<file path="src/rtl/elgamal_session_ctrl.sv">
// Session sequencer for encrypting_entity: loads p/key once, then runs one message at a time and merges a/b.
// Optional COLLECT watchdog enabled by defining ELGAMAL_TIMEOUT_EN.
// state    | meaning
// IDLE     | no valid key, waiting for config
// LOAD     | presenting p and key to the entity for one cycle
// WAIT_MSG | key loaded, ready for a message or a new config
// ISSUE    | presenting m to the entity for one cycle
// COLLECT  | waiting for both a and b from the entity
// EMIT     | holding {a,b} until downstream accepts
module elgamal_session_ctrl #(
    parameter int SIZE    = 64,
    parameter int CNT_W   = 32,
    parameter int TIMEOUT = 4096
) (
    input  logic              clk,
    input  logic              rst,
    input  logic [SIZE-1:0]   cfg_p_tdata,
    input  logic              cfg_p_tvalid,
    input  logic [SIZE-1:0]   cfg_key_tdata,
    input  logic              cfg_key_tvalid,
    output logic              cfg_tready,
    input  logic [SIZE-1:0]   s_m_tdata,
    input  logic              s_m_tvalid,
    output logic              s_m_tready,
    output logic [SIZE-1:0]   ee_p_tdata,
    output logic              ee_p_tvalid,
    output logic [SIZE-1:0]   ee_a_key_tdata,
    output logic              ee_a_key_tvalid,
    output logic [SIZE-1:0]   ee_m_tdata,
    output logic              ee_m_tvalid,
    input  logic [SIZE-1:0]   ee_a_tdata,
    input  logic              ee_a_tvalid,
    output logic              ee_a_tready,
    input  logic [SIZE-1:0]   ee_b_tdata,
    input  logic              ee_b_tvalid,
    output logic              ee_b_tready,
    output logic [2*SIZE-1:0] m_res_tdata,
    output logic              m_res_tvalid,
    input  logic              m_res_tready,
    output logic              busy,
    output logic [CNT_W-1:0]  msg_count,
    output logic              timeout_err
);

    typedef enum logic [2:0] {
        S_IDLE, S_LOAD, S_WAIT_MSG, S_ISSUE, S_COLLECT, S_EMIT
    } state_t;

    state_t            state_q, state_d;
    logic [SIZE-1:0]   p_q, p_d, key_q, key_d, m_q, m_d, a_q, a_d, b_q, b_d;
    logic [CNT_W-1:0]  cnt_q, cnt_d;
    logic              cfg_rdy_q, cfg_rdy_d, m_rdy_q, m_rdy_d;
    logic              ld_vld_q, ld_vld_d, iss_vld_q, iss_vld_d;
    logic              a_rdy_q, a_rdy_d, b_rdy_q, b_rdy_d;
    logic              res_vld_q, res_vld_d, busy_q, busy_d;
    logic              cfg_both, cfg_fire, msg_fire, res_fire;
    logic              a_cap, b_cap, a_have, b_have;

`ifdef ELGAMAL_TIMEOUT_EN
    localparam int TMO_W = (TIMEOUT > 1) ? $clog2(TIMEOUT) : 1;
    logic [TMO_W-1:0]  tmo_q, tmo_d;
    logic              err_q, err_d;
`endif

    assign cfg_both = cfg_p_tvalid & cfg_key_tvalid;
    assign cfg_fire = cfg_both & cfg_rdy_q;
    // A simultaneous config wins, so the message must not see ready that cycle.
    assign s_m_tready = m_rdy_q & ~cfg_both;
    assign msg_fire = s_m_tvalid & s_m_tready;
    assign res_fire = res_vld_q & m_res_tready;
    assign a_cap    = a_rdy_q & ee_a_tvalid;
    assign b_cap    = b_rdy_q & ee_b_tvalid;
    assign a_have   = (state_q == S_COLLECT) & (~a_rdy_q | a_cap);
    assign b_have   = (state_q == S_COLLECT) & (~b_rdy_q | b_cap);

    always_comb begin
        state_d = state_q;
        p_d     = p_q;
        key_d   = key_q;
        m_d     = m_q;
        a_d     = a_q;
        b_d     = b_q;
        cnt_d   = cnt_q;
`ifdef ELGAMAL_TIMEOUT_EN
        tmo_d   = tmo_q;
        err_d   = err_q;
`endif
        case (state_q)
            S_IDLE, S_WAIT_MSG: begin
                if (cfg_fire) begin
                    p_d     = cfg_p_tdata;
                    key_d   = cfg_key_tdata;
                    cnt_d   = '0;
`ifdef ELGAMAL_TIMEOUT_EN
                    err_d   = 1'b0;
`endif
                    state_d = S_LOAD;
                end else if (msg_fire) begin
                    m_d     = s_m_tdata;
                    state_d = S_ISSUE;
                end
            end
            S_LOAD:  state_d = S_WAIT_MSG;
            S_ISSUE: begin
`ifdef ELGAMAL_TIMEOUT_EN
                tmo_d   = '0;
`endif
                state_d = S_COLLECT;
            end
            S_COLLECT: begin
                if (a_cap) a_d = ee_a_tdata;
                if (b_cap) b_d = ee_b_tdata;
                if (a_have && b_have) begin
                    state_d = S_EMIT;
                end
`ifdef ELGAMAL_TIMEOUT_EN
                else if (tmo_q == TMO_W'(TIMEOUT - 1)) begin
                    err_d   = 1'b1;
                    state_d = S_IDLE;
                end else begin
                    tmo_d = tmo_q + TMO_W'(1);
                end
`endif
            end
            S_EMIT: begin
                if (res_fire) begin
                    cnt_d   = cnt_q + CNT_W'(1);
                    state_d = S_WAIT_MSG;
                end
            end
            default: state_d = S_IDLE;
        endcase

        // Handshake outputs are registered, so they follow the next state.
        cfg_rdy_d = (state_d == S_IDLE) || (state_d == S_WAIT_MSG);
        m_rdy_d   = (state_d == S_WAIT_MSG);
        ld_vld_d  = (state_d == S_LOAD);
        iss_vld_d = (state_d == S_ISSUE);
        a_rdy_d   = (state_d == S_COLLECT) && !a_have;
        b_rdy_d   = (state_d == S_COLLECT) && !b_have;
        res_vld_d = (state_d == S_EMIT);
        busy_d    = !cfg_rdy_d;
    end

    always_ff @(posedge clk) begin
        if (!rst) begin
            state_q   <= S_IDLE;
            p_q       <= '0;
            key_q     <= '0;
            m_q       <= '0;
            a_q       <= '0;
            b_q       <= '0;
            cnt_q     <= '0;
            cfg_rdy_q <= 1'b0;
            m_rdy_q   <= 1'b0;
            ld_vld_q  <= 1'b0;
            iss_vld_q <= 1'b0;
            a_rdy_q   <= 1'b0;
            b_rdy_q   <= 1'b0;
            res_vld_q <= 1'b0;
            busy_q    <= 1'b0;
`ifdef ELGAMAL_TIMEOUT_EN
            tmo_q     <= '0;
            err_q     <= 1'b0;
`endif
        end else begin
            state_q   <= state_d;
            p_q       <= p_d;
            key_q     <= key_d;
            m_q       <= m_d;
            a_q       <= a_d;
            b_q       <= b_d;
            cnt_q     <= cnt_d;
            cfg_rdy_q <= cfg_rdy_d;
            m_rdy_q   <= m_rdy_d;
            ld_vld_q  <= ld_vld_d;
            iss_vld_q <= iss_vld_d;
            a_rdy_q   <= a_rdy_d;
            b_rdy_q   <= b_rdy_d;
            res_vld_q <= res_vld_d;
            busy_q    <= busy_d;
`ifdef ELGAMAL_TIMEOUT_EN
            tmo_q     <= tmo_d;
            err_q     <= err_d;
`endif
        end
    end

    assign cfg_tready      = cfg_rdy_q;
    assign ee_p_tdata      = p_q;
    assign ee_p_tvalid     = ld_vld_q;
    assign ee_a_key_tdata  = key_q;
    assign ee_a_key_tvalid = ld_vld_q;
    assign ee_m_tdata      = m_q;
    assign ee_m_tvalid     = iss_vld_q;
    assign ee_a_tready     = a_rdy_q;
    assign ee_b_tready     = b_rdy_q;
    assign m_res_tdata     = {a_q, b_q};
    assign m_res_tvalid    = res_vld_q;
    assign busy            = busy_q;
    assign msg_count       = cnt_q;
`ifdef ELGAMAL_TIMEOUT_EN
    assign timeout_err     = err_q;
`else
    assign timeout_err     = 1'b0;
`endif

endmodule

</file>
<file path="config.mk">
export PLATFORM = sky130hd
export DESIGN_NAME = elgamal_session_ctrl
export DESIGN_NICKNAME = d
export VERILOG_FILES = /design/src/rtl/elgamal_session_ctrl.sv
export SDC_FILE = /design/constraint.sdc
export NUM_CORES = 1
export LEC_CHECK = 0
export ABC_AREA = 1
export BUFFER_PORTS_ARGS = -buffer_cell sky130_fd_sc_hd__buf_2
export CORE_AREA = 2 2 271 273
export CTS_BUF_LIST = sky130_fd_sc_hd__clkbuf_4 sky130_fd_sc_hd__clkbuf_8 sky130_fd_sc_hd__clkbuf_16
export DETAILED_ROUTE_END_ITERATION = 6
export DIE_AREA = 0 0 273 275
export MAX_ROUTING_LAYER = met4
export PLACE_DENSITY = 0.45
export REMOVE_ABC_BUFFERS = 1
export SLEW_MARGIN = 10
export SYNTH_ARGS = -nofsm -noshare
export SYNTH_HDL_FRONTEND = slang
export SYNTH_SLANG_ARGS = --single-unit
</file>
<file path="constraint.sdc">
create_clock -name clk -period 1.9 [get_ports clk]
set_input_delay 0.38 -clock clk [delete_from_list [all_inputs] [get_ports clk]]
set_output_delay 0.38 -clock clk [all_outputs]
set_load 0.02 [all_outputs]
</file>
==> results.toml <==
[grt]
overflow = 0
grt_pass1_wl_um = 77700
antenna_found_initial = 3
grt_pass1_vias = 13089
grt_max_degree = 68
grt_usage_pct = 13.6

[clocking]
cts.clk_slew.worst_paths_ps = 60
cts_tree = "built"
cts_sinks = 363
htreeDepth = 2
cts_setup_buffers = 0
cts_buffer_depth = 3
numCtsBuffers = 46
cts_root_buf = "clkbuf_16"
clock_latency_ps = 570

[die]
initial_core_util_pct = 18.7
die_area_um2 = 75100
die_width_um = 273
die_height_um = 275
core_area_um2 = 72300
rows = 99
pin_count = 690

[placed_design]
dp.final_hpwl_um = 40200
placed_cell_area_um2 = 18400
gp_congestion = 0.819
io_buffers = 688
place_ws_ps = 89.5

[drt]
drt_iter0_drc = 552
routed_via_density = 3.90
avgRoutedWirePerCell_um = 15.1
ant_nets = 0
drc = 0
dr.pass1.iters = 5
drt-total-wl_um = 52300
num_vias = 13522

[logic_synthesis]
ys_warn_count = 0
synthTopCellsByArea = "dfxtp_1, nor2_1, o21ai_0"
yosys.area.top_type = "dfxtp_1"
syn-cell-area_um2 = 13500
async_flop_share_pct = 0
synth_seq_cells = 363
synth_top_cell_area_share_pct = 53.7
ys_dominant_reg_cell = "dfxtp_1"
synthCells = 1770
seq_area_frac_synth_pct = 53.7
synth_edf_count = 0
yosysUniqueCellTypes = 30
syn_area_per_cell_um2 = 7.65

[final_layout]
drive_above_1_share_pct = 35.3
synthToLayoutAreaGrowth_pct = 48.4
nets = 2795
final_common_cell = "buf_2"
mostFrequentLayoutCells = "buf_2, nor2_1, dfxtp_1"
fillers = 8109
final_area_um2 = 20100

[timing]
rsz0062_at_grt = "no"
fmax_ghz = 0.570
setup_ws_ps = 145
tns_ps = 0
final-setup-viol-count = 0
period_needed_ps = 1760
hold_viol_final = 0
finClkSkew_ps = 16.2
hold_ws_ps = 48.5
slew_viol_final = 0
post-route-period-util_pct = 92.4

[setup_path]
worstPathCellList = "buf_2"
arrival_ps = 1380
required_ps = 1520
critPathSlowestCell = "dfxtp_1"
path_buf_inv = 1
critPathTopFamily = "flip-flops"
worstPathMaxFanout = 6
cp_slowest_stage_delay_ps = 540
crit_path_end_kind = "output port"
cp-start-kind = "register"
path_class = "reg2out"

[power_and_ir_drop]
ir_drop_uv = 563
power_density_nw_per_um2 = 944
p_leak_nw = 9.17

[run_status]
outcome = "finished clean"

[job]
maxCapViolations = 0

[hold_path]
hp-class = "in2reg"
==> final timing paths <==
kind                                       end            start  slack [ps]  cells past startpoint
worst max register to register   msg_count[28]     msg_count[1]         250                      9
worst min-delay path            ee_p_tdata[50]  cfg_p_tdata[50]          50                      3
worst min register to register         a_q[29]          a_q[29]         440                      2
worst max-delay path             msg_count[16]    msg_count[16]         140                      1
==> sequential cells by signal (all words and copies together) (netlist names), 3 cells and up <==
name and count:
ee_p_tdata 64, state_q 3, b_q 64, ee_a_key_tdata 64, msg_count 32, a_q 64
ee_m_tdata 64
==> metrics by stage <==
| step | std cells | power (W) | util, % |
|---|---|---|---|
| floorplan | 1655 | 0.00893 | - |
| global placement | 3372 | 0.00989 | 25.5 |
| detailed placement | 3372 | 0.00989 | 25.5 |
| CTS | 3463 | 0.0193 | 27.8 |
| global route | 3466 | 0.0198 | 27.8 |
| finish | 3466 | 0.0190 | 27.8 |
==> metal layers <==
layer / GRT usage [%] / vias to the layer above / wire length (µm)
li1: - / 7043 / -
met1: 16.3 / 6042 / 22400
met2: 22.5 / 342 / 25300
met3: 3.15 / 95 / 2960
met4: 4.70 / 0 / 1680
met5: - / - / 0
==> where the power goes <==
part | total (W) | leakage (nW) | internal, W | switching, W
Combinational | 0.00177 | 5.41 | 0.000718 | 0.00105
Clock | 0.00924 | 0.815 | 0.00566 | 0.00358
Sequential | 0.00795 | 2.94 | 0.00784 | 0.000107
Total | 0.0190 | 9.17 | 0.0142 | 0.00474
==> kinds of logic after synthesis <==
family	after synthesis	synth area share (%)
compound gates	469	17.4
simple gates	632	19.6
flops	363	53.7
fa+ha+maj	1	0.0924
buf+inv	304	9.27
other cells	1	0.0277
==> area by class of cell <==
class                      count  area [µm²]  area share [%]
clock inverter                20         259            1.29
antenna                        3        7.51          0.0374
clock buffer                  66        1350            6.73
tap                          959        1200            5.97
inverter                     189         712            3.54
multi-input combinational   1103        5060            25.2
sequential                   363        7270            36.2
timing repair buffer         763        4240            21.1
==> what timing repair did <==
| action | CTS | global route |
|---|---|---|
| endpoints found under the hold margin | 5 | 0 |
| endpoints found under the setup margin | 0 | 7 |
| hold buffers | 5 | 0 |
| resized for setup | 0 | 2 |
==> synth_stat cells (all sizes together) (2+ instances only) <==
cell    number
nand3       44
nand3b       2
clkbuf      61
nand2      102
a21oi      143
nor2       462
buf         54
inv        189
nand4       17
o21ai      325
dfxtp      363
and2         2
Power figures use the tool's default switching activity.
